File: src/rtl/pic_8259_pkg.sv
// Shared types and constants for the 8259A interrupt acknowledge path:
// acknowledge state encoding, the default 8080 CALL opcode, OCW3 bit
// positions and the second-INTA vector byte formatter.
package pic_8259_pkg;

  typedef enum logic [1:0] {
    IDLE = 2'd0,
    ACK1 = 2'd1,
    ACK2 = 2'd2,
    ACK3 = 2'd3
  } ack_state_t;

  localparam logic [7:0] CALL_OPCODE_DEFAULT = 8'hCD;

  localparam int OCW3_RIS_BIT = 0;
  localparam int OCW3_RR_BIT  = 1;
  localparam int OCW3_P_BIT   = 2;

  // Byte presented on the second INTA pulse. In 8086 mode it is the full
  // vector (T7..T3 plus level); in 8080 mode it is the low byte of the CALL
  // target, whose layout depends on the 4- or 8-byte call interval.
  function automatic logic [7:0] ack2_byte(
    input logic       is_8086,
    input logic       interval_4,
    input logic [2:0] addr_a7_a5,
    input logic [4:0] vector_t7_t3,
    input logic [2:0] level
  );
    logic [7:0] result;
    if (is_8086) begin
      result = {vector_t7_t3, level};
    end else if (interval_4) begin
      result = {addr_a7_a5, level, 2'b00};
    end else begin
      result = {addr_a7_a5[2:1], level, 3'b000};
    end
    return result;
  endfunction

endpackage

File: src/rtl/strobe_edge_detect.sv
// Two-flop sampler for a pin or strobe. The first flop captures the input,
// the second holds the previous sample; rise/fall are one-cycle pulses in
// the cycle after the new level was captured. Both flops reset low, so a
// pin that is already low at reset release produces no falling edge.
module strobe_edge_detect (
  input  logic clock,
  input  logic reset,
  input  logic strobe,
  output logic rise,
  output logic fall
);

  logic sample;
  logic previous;

  // Capture the strobe and keep one cycle of history.
  always_ff @(posedge clock or posedge reset) begin
    if (reset) begin
      sample   <= 1'b0;
      previous <= 1'b0;
    end else begin
      sample   <= strobe;
      previous <= sample;
    end
  end

  assign rise = sample & ~previous;
  assign fall = ~sample & previous;

endmodule

File: src/rtl/interrupt_ack_sequencer.sv
// 8259A control-logic stage: runs the INTA sequence (two pulses for 8086,
// three with a CALL opcode for 8080), drives the vector/opcode byte toward
// the data bus mux, holds the OCW3 read-register select and strobes the
// in-service logic.
// Optional feature macro: POLL_COMMAND_EN (OCW3 poll command and poll read).
module interrupt_ack_sequencer
  import pic_8259_pkg::*;
#(
  parameter logic [7:0] CALL_OPCODE    = CALL_OPCODE_DEFAULT,
  parameter logic [2:0] SPURIOUS_LEVEL = 3'd7
) (
  input  logic       clock,
  input  logic       reset,
  input  logic       interrupt_acknowledge_n,
  input  logic       read,
  input  logic       mode_8086,
  input  logic       call_interval_4,
  input  logic [2:0] vector_low_bits,
  input  logic [7:0] vector_high,
  input  logic       icw1_write,
  input  logic       ocw3_write,
  input  logic [7:0] internal_data_bus,
  input  logic       interrupt_pending,
  input  logic [2:0] highest_level,
  output logic       interrupt_output,
  output logic       out_control_logic_data,
  output logic [7:0] control_logic_data,
  output logic       enable_read_register,
  output logic       read_register_isr_or_irr,
  output logic       latch_in_service,
  output logic       end_of_acknowledge,
  output logic [2:0] acknowledged_level
);

  ack_state_t state;
  logic       inta_rise;
  logic       inta_fall;
  logic       mode_8086_seq;
  logic       seq_drive;
  logic [7:0] seq_data;
  logic [2:0] level_frozen;
  logic       latch_pulse;
  logic       eoa_pulse;
  logic       rr_latched;
  logic       ris_latched;
  logic       poll_taken;
  logic       poll_drive;
  logic [7:0] poll_data;

  strobe_edge_detect u_inta_edge (
    .clock  (clock),
    .reset  (reset),
    .strobe (interrupt_acknowledge_n),
    .rise   (inta_rise),
    .fall   (inta_fall)
  );

`ifdef POLL_COMMAND_EN
  logic poll_pending;
  logic read_rise;
  logic read_fall;
  logic unused_poll_bits;

  strobe_edge_detect u_read_edge (
    .clock  (clock),
    .reset  (reset),
    .strobe (read),
    .rise   (read_rise),
    .fall   (read_fall)
  );

  // A poll command is armed by OCW3 P and consumed at the end of the next
  // read; an INTA falling edge in the same cycle keeps priority.
  always_ff @(posedge clock or posedge reset) begin
    if (reset) begin
      poll_pending <= 1'b0;
    end else if (icw1_write) begin
      poll_pending <= 1'b0;
    end else if (ocw3_write && internal_data_bus[OCW3_P_BIT]) begin
      poll_pending <= 1'b1;
    end else if (poll_taken) begin
      poll_pending <= 1'b0;
    end
  end

  assign poll_taken       = poll_pending && read_fall && (state == IDLE) && !inta_fall;
  assign poll_drive       = poll_pending && read && (state == IDLE);
  assign poll_data        = {interrupt_pending, 4'b0000, highest_level};
  assign unused_poll_bits = ^{read_rise, internal_data_bus[7:3]};
`else
  logic unused_poll_bits;

  assign poll_taken       = 1'b0;
  assign poll_drive       = 1'b0;
  assign poll_data        = 8'h00;
  assign unused_poll_bits = ^{read, internal_data_bus[7:2]};
`endif

  // INTA sequence: advance on each INTA falling edge, load the byte to drive,
  // drop the drive on INTA release and finish on release of the last pulse.
  always_ff @(posedge clock or posedge reset) begin
    if (reset) begin
      state         <= IDLE;
      mode_8086_seq <= 1'b0;
      seq_drive     <= 1'b0;
      seq_data      <= 8'h00;
      level_frozen  <= 3'd0;
      latch_pulse   <= 1'b0;
      eoa_pulse     <= 1'b0;
    end else if (icw1_write) begin
      state         <= IDLE;
      mode_8086_seq <= 1'b0;
      seq_drive     <= 1'b0;
      seq_data      <= 8'h00;
      level_frozen  <= 3'd0;
      latch_pulse   <= 1'b0;
      eoa_pulse     <= 1'b0;
    end else begin
      latch_pulse <= 1'b0;
      eoa_pulse   <= 1'b0;
      if (inta_rise) begin
        seq_drive <= 1'b0;
      end
      case (state)
        IDLE: begin
          if (inta_fall) begin
            state         <= ACK1;
            mode_8086_seq <= mode_8086;
            level_frozen  <= interrupt_pending ? highest_level : SPURIOUS_LEVEL;
            latch_pulse   <= 1'b1;
            seq_drive     <= ~mode_8086;
            seq_data      <= mode_8086 ? 8'h00 : CALL_OPCODE;
          end else if (poll_taken) begin
            latch_pulse <= interrupt_pending;
            if (interrupt_pending) begin
              level_frozen <= highest_level;
            end
          end
        end
        ACK1: begin
          if (inta_fall) begin
            state     <= ACK2;
            seq_drive <= 1'b1;
            seq_data  <= ack2_byte(mode_8086_seq, call_interval_4, vector_low_bits,
                                   vector_high[7:3], level_frozen);
          end
        end
        ACK2: begin
          if (inta_fall && !mode_8086_seq) begin
            state     <= ACK3;
            seq_drive <= 1'b1;
            seq_data  <= vector_high;
          end else if (inta_rise && mode_8086_seq) begin
            state     <= IDLE;
            eoa_pulse <= 1'b1;
          end
        end
        ACK3: begin
          if (inta_rise) begin
            state     <= IDLE;
            eoa_pulse <= 1'b1;
          end
        end
        default: state <= IDLE;
      endcase
    end
  end

  // OCW3 read-register select; RR=0 in the write leaves the selection alone.
  always_ff @(posedge clock or posedge reset) begin
    if (reset) begin
      rr_latched  <= 1'b1;
      ris_latched <= 1'b0;
    end else if (icw1_write) begin
      rr_latched  <= 1'b1;
      ris_latched <= 1'b0;
    end else if (ocw3_write && internal_data_bus[OCW3_RR_BIT]) begin
      rr_latched  <= internal_data_bus[OCW3_RR_BIT];
      ris_latched <= internal_data_bus[OCW3_RIS_BIT];
    end
  end

  assign interrupt_output         = interrupt_pending && (state == IDLE);
  assign out_control_logic_data   = seq_drive | poll_drive;
  assign control_logic_data       = seq_drive  ? seq_data  :
                                    poll_drive ? poll_data : 8'h00;
  assign enable_read_register     = rr_latched;
  assign read_register_isr_or_irr = ris_latched;
  assign latch_in_service         = latch_pulse;
  assign end_of_acknowledge       = eoa_pulse;
  assign acknowledged_level       = level_frozen;

endmodule
File: config.mk
export PLATFORM = sky130hd
export DESIGN_NAME = interrupt_ack_sequencer
export DESIGN_NICKNAME = d
export VERILOG_FILES = /design/src/rtl/pic_8259_pkg.sv /design/src/rtl/strobe_edge_detect.sv /design/src/rtl/interrupt_ack_sequencer.sv
export SDC_FILE = /design/constraint.sdc
export NUM_CORES = 1
export LEC_CHECK = 0
export ABC_AREA = 1
export CORE_MARGIN = 10
export CORE_UTILIZATION = 39
export CTS_CLUSTER_DIAMETER = 200
export CTS_CLUSTER_SIZE = 20
export DETAILED_ROUTE_END_ITERATION = 10
export GPL_TIMING_DRIVEN = 1
export PLACE_DENSITY_LB_ADDON = 0.15
export REMOVE_ABC_BUFFERS = 1
export SETUP_SLACK_MARGIN = 0.15
export SYNTH_ARGS = -nofsm -noshare
export SYNTH_HDL_FRONTEND = slang
export SYNTH_HIERARCHICAL = 1
export SYNTH_SLANG_ARGS = --single-unit
export TNS_END_PERCENT = 5
File: constraint.sdc
create_clock -name clock -period 1.45 [get_ports clock]
set_input_delay 0.29 -clock clock [delete_from_list [all_inputs] [get_ports clock]]
set_output_delay 0.29 -clock clock [all_outputs]
set_load 0.01 [all_outputs]
# Word level (Yosys, flattened, before mapping)

Cells that the tools add are included.

Flip-flop bits (word level): 21
Bits of input ports: 31
Word-level logic and storage cells: 78

Eq/ne operators: 8
Bitwise operators: 5
Muxes and demuxes: 41
Reductions and logical operators: 13

Operator list:

| kind               | number |
|---|---|
| $mux 8             | 7 |
| $pmux 8 s3         | 1 |
| $mux 1             | 19 |
| $mux 2             | 6 |
| $mux 3             | 4 |
| $ne 3x3->1 const B | 4 |
| $pmux 2 s4         | 1 |
| $reduce_and 4->1   | 2 |
| $mux 6             | 1 |
| $reduce_bool 2->1  | 3 |
| $eq 2x2->1 const B | 2 |
| $logic_and 1x1->1  | 4 |
| $ne 4x4->1 const B | 1 |
| $reduce_bool 4->1  | 1 |
| $not 1->1          | 3 |
| $pmux 1 s3         | 1 |
| $and 1x1->1        | 2 |
| $eq 2x1->1 const B | 1 |
| $logic_not 2->1    | 1 |
| $pmux 1 s2         | 1 |
| $reduce_and 2->1   | 1 |
| $logic_not 1->1    | 1 |

# Longest topological paths before layout

Depth in word-level cells: 7
Depth in mapped cells: 10

# Modules after synthesis

Netlist, hierarchy kept.

Modules (own cells, without submodules):

| module                  | sequential area each (µm²) | area each (µm²) | cells each | instances |
|---|---|---|---|---|
| interrupt_ack_sequencer | 476.7                      | 1,179.9         | 173        | 1 |
| strobe_edge_detect      | 50.0                       | 68.8            | 7          | 1 |

# Least setup slack after synthesis

Ideal clock, no wire load.

Kind: reg2reg
From: register state[0]
To: register seq_data[3]
Required time: 1.334 ns
Setup time: 0.116 ns
Arrival time: 1.265 ns
Clock period less this slack: 1.381 ns
Setup slack: 0.069 ns
Cell stages (with the launch flop): 11
Cells stage by stage: dfrtp_1 inv_1 ha_1 buf_4 inv_1 nor2_1 nand2_2 nand3_4 nor2_4 nand2_1 nand2_1

Cells in the longest elaborated chain, start to end: 3
Elaborated cells between the ends (all ways): 10
Those cells by class: eq/ne (5); mux (2); reduce/logical (3)

Ends and longest elaborated chain:

| element                                              | line                           | RTL |
|---|---|---|
| start, declared                                      | interrupt_ack_sequencer.sv:35  | `ack_state_t state;` |
| start signal, assigned                               | interrupt_ack_sequencer.sv:103 | `state <= IDLE;` |
| start signal, assigned                               | interrupt_ack_sequencer.sv:111 | `state <= IDLE;` |
| start signal, assigned                               | interrupt_ack_sequencer.sv:127 | `state <= ACK1;` |
| $eq 2x2->1, or another cell as far along             | interrupt_ack_sequencer.sv:124 | `case (state)` |
| $ne 3x3->1 (no line), or another cell as far along   | --                             |  |
| $reduce_and 4->1 (no line) or $mux 8 (tied branches) | --                             |  |
| end signal, assigned                                 | interrupt_ack_sequencer.sv:132 | `seq_data <= mode_8086 ? 8'h00 : CALL_OPCODE;` |
| end signal, assigned                                 | interrupt_ack_sequencer.sv:144 | `seq_data <= ack2_byte(mode_8086_seq, call_interval_4, vector_low_bits,` |
| end signal, assigned                                 | interrupt_ack_sequencer.sv:152 | `seq_data <= vector_high;` |
| end, declared                                        | interrupt_ack_sequencer.sv:40  | `logic [7:0] seq_data;` |

Several ways; a longest one is shown, not always the timed one.
A chain may end at the register's enable or synchronous reset.

# Worst setup path after layout

From: register state[1]
To: output interrupt_output

Cells in the longest elaborated chain, start to end: 2

Ends and longest elaborated chain:

| element           | line                           | RTL |
|---|---|---|
| $logic_not 2->1   | interrupt_ack_sequencer.sv:183 | `assign interrupt_output = interrupt_pending && (state == IDLE);` |
| $logic_and 1x1->1 | interrupt_ack_sequencer.sv:183 |  |
| end, declared     | interrupt_ack_sequencer.sv:25  | `output logic interrupt_output,` |

Every way passes these cells.

==> impl_metrics.csv <==
group,metric,value,unit
detailed_routing,routed_wl,3.70,mm
detailed_routing,first_iter_violations,71,
logic_synthesis,synth-seq-cells,21,
timing,setup_viol,1,
worst_setup_path,endpoint_kind,"output pin",
timing,worstMarginPinSlew,394,ps
floorplan,die_x,76.6,um
place,place_area,0.00181,mm2
floorplan,io_pins,48,
worst_setup_path,cp_top_family,"flip-flops",
detailed_routing,first_pass_iters,6,
logic_synthesis,ys_types,21,
cells_and_area,syn_to_final_growth,65.8,%
worst_setup_path,cp_max_fo,3,
worst_setup_path,startpoint_type,"flip-flop",
worst_hold_path,hold_class,"input port to async pin",
clock_tree,cts.sinks,21,
timing,fmax,685,MHz
cells_and_area,drive_above_1_share,34.7,%
worst_setup_path,worstSetupPathType,"flip-flop to output pin",
clock_tree,path_clk_slew,110,ps
logic_synthesis,synth_top_area_share,40.1,%
timing,drv_slew,0,
timing,rsz0062_at_grt,"true",
grt,grt_pass1_wl,6.04,mm
clock_tree,clock_latency,320,ps
detailed_routing,drc,0,
logic_synthesis,ys_seq_area_share,42.2,%
worst_setup_path,path_depth,5,
grt,grt_util_all_layers,12.3,%
place,post-place-ws,-219,ps
worst_setup_path,cpPeakStageDelay,420,ps
timing,clock_skew,9.12,ps
logic_synthesis,netlist_area,0.00125,mm2
floorplan,die_h,76.6,um
place,place_inst,278,
clock_tree,cts_root_buf,"clkbuf_4",
worst_setup_path,cp_cell_sequence,"inv_2 -> ha_4 -> nand2_2 -> inv_2 -> buf_6",
grt,grt_overflow,0,
cells_and_area,final_common_cell,"nand2_1",
timing,hold_violations,0,
worst_setup_path,crit_arrival,1170,ps
detailed_routing,ant_nets,0,
grt,grt_max_degree,20,
clock_tree,cts_tree,"built",
job,cap_violations,0,
clock_tree,cts_buffer_depth,2,
worst_setup_path,cp_slowest_cell,"dfrtp_1",
timing,final.min_clock_period,1460,ps
clock_tree,cts_max_level,1,
status,status,"finished with violations",
grt,grt_antenna_before_repair,0,
logic_synthesis,syn_avg_cell_area,6.94,um2
cells_and_area,nets,284,
place,gp_congestion,0.886,
power,cellPowerDensity,1410,mW/mm2
logic_synthesis,syn_inst,180,
worst_setup_path,worstRegToRegCells,10,
power,total_leakage_power,1.09,nW
logic_synthesis,synth_warnings,6,
grt,grt_pass1_vias,1350,
timing,finalSetupTns,-9.47,ps
power,p_total,2.93,mW
worst_setup_path,crit_required,1160,ps
cells_and_area,final_cell_mix,"51 x nand2_1, 22 x clkdlybuf4s50_1, 20 x buf_4",
logic_synthesis,synth.area.top_cells,"dfrtp_1 40%, nand2_1 19%, inv_1 9.3%",
timing,relSlewSlack,73.5,%
floorplan,start_util,40.9,%
floorplan,die-area,0.00587,mm2
worst_setup_path,crit_buf_inv,3,
timing,post-route-period-util,101,%
detailed_routing,vias,1355,
power,vdd_drop_max,0.000700,V
clock_tree,numCtsBuffers,3,
detailed_routing,wl_per_cell,12.7,um
floorplan,core_area,0.00305,mm2
status,violations,"setup timing",
detailed_routing,avgViaCountPerCell,4.64,
cells_and_area,final_area,0.00207,mm2
cells_and_area,stdcell_count,292,
worst_setup_path,worst_path_most_repeated_cell,"inv_2",
timing,setup_ws,-9.47,ps
floorplan,rows,20,
place,hpwl,2.78,mm
cells_and_area,num_antenna_cells,0,
logic_synthesis,yosysTopAreaCell,"dfrtp_1",
place,port-buffer-count,40,
per-stage QoR:
step / hold slack (ps) / util (%)
3_3_place_gp: 387 / 59.4
5_1_grt: 132 / 67.8
2_1_floorplan: 31.2 / -
3_5_place_dp: 397 / 59.4
6_report: 133 / 67.8
4_1_cts: 124 / 63.2
final timing paths:
| kind | startpoint | end | slack (ps) |
|---|---|---|---|
| worst min register to register | u_inta_edge/sample | u_inta_edge/previous | 420 |
| min in group clock | icw1_write | enable_read_register | 400 |
| worst max-delay path | state[1] | interrupt_output | -9 |
| worst max register to register | state[1] | seq_data[4] | 10 |
| max in group asynchronous | reset | enable_read_register | 870 |
| worst min-delay path | reset | u_inta_edge/sample | 130 |
logic make-up after synthesis:
family                     synth area share [%]
and+or+nand+nor                            35.6
buffers and inverters                      10.5
DFF                                        42.2
AOI/OAI and AO/OA                          7.72
adders and majority gates                  4.01
cell usage after synthesis (all sizes together):
master  instances
a22oi           1
nand4           1
a21oi           3
nor3            1
dfstp           1
nor2           14
inv            32
clkbuf          1
nand3          21
buf             1
ha              4
o22ai           1
o21ai          12
nand2          66
dfrtp          20
o211ai          1
what timing repair did:
item | in CTS | in global routing
endpoints found under the setup margin | 32 | 30
pin swaps | 17 | 17
gates cloned | 1 | 0
resized for setup | 84 | 38
hold buffers | 0 | 0
buffers inserted | 4 | 5
power breakdown:
part           internal, mW  switching (mW)  total, mW
sequential            0.702          0.0826      0.784
clock                 0.103           0.187      0.291
combinational         0.875           0.977       1.85
total                  1.68            1.25       2.93
state kept, by name, summed over array words and instances (netlist names):
| signal | flops |
|---|---|
| acknowledged_level | 3 |
| enable_read_register | 1 |
| end_of_acknowledge | 1 |
| latch_in_service | 1 |
| mode_8086_seq | 1 |
| out_control_logic_data | 1 |
| read_register_isr_or_irr | 1 |
| seq_data | 8 |
| state | 2 |
| u_inta_edge/previous | 1 |
| u_inta_edge/sample | 1 |
layout make-up:
type / count / area [um2]
Tap cell: 44 / 55.1
Multi-Input combinational cell: 126 / 732
Sequential cell: 21 / 528
Timing Repair Buffer: 65 / 606
Clock inverter: 1 / 5.00
Fill cell: 274 / 982
Inverter: 32 / 123
Clock buffer: 3 / 22.5
routing by layer:
metal  wire [um]  track usage (%)  vias to the layer above
li1            -                -                      694
met1        1550             13.9                      605
met2        1870             21.4                       44
met3         175             2.95                       12
met4         102             5.39                        0
met5           0                0                        -
No activity file was read; power rests on OpenSTA's default activity.
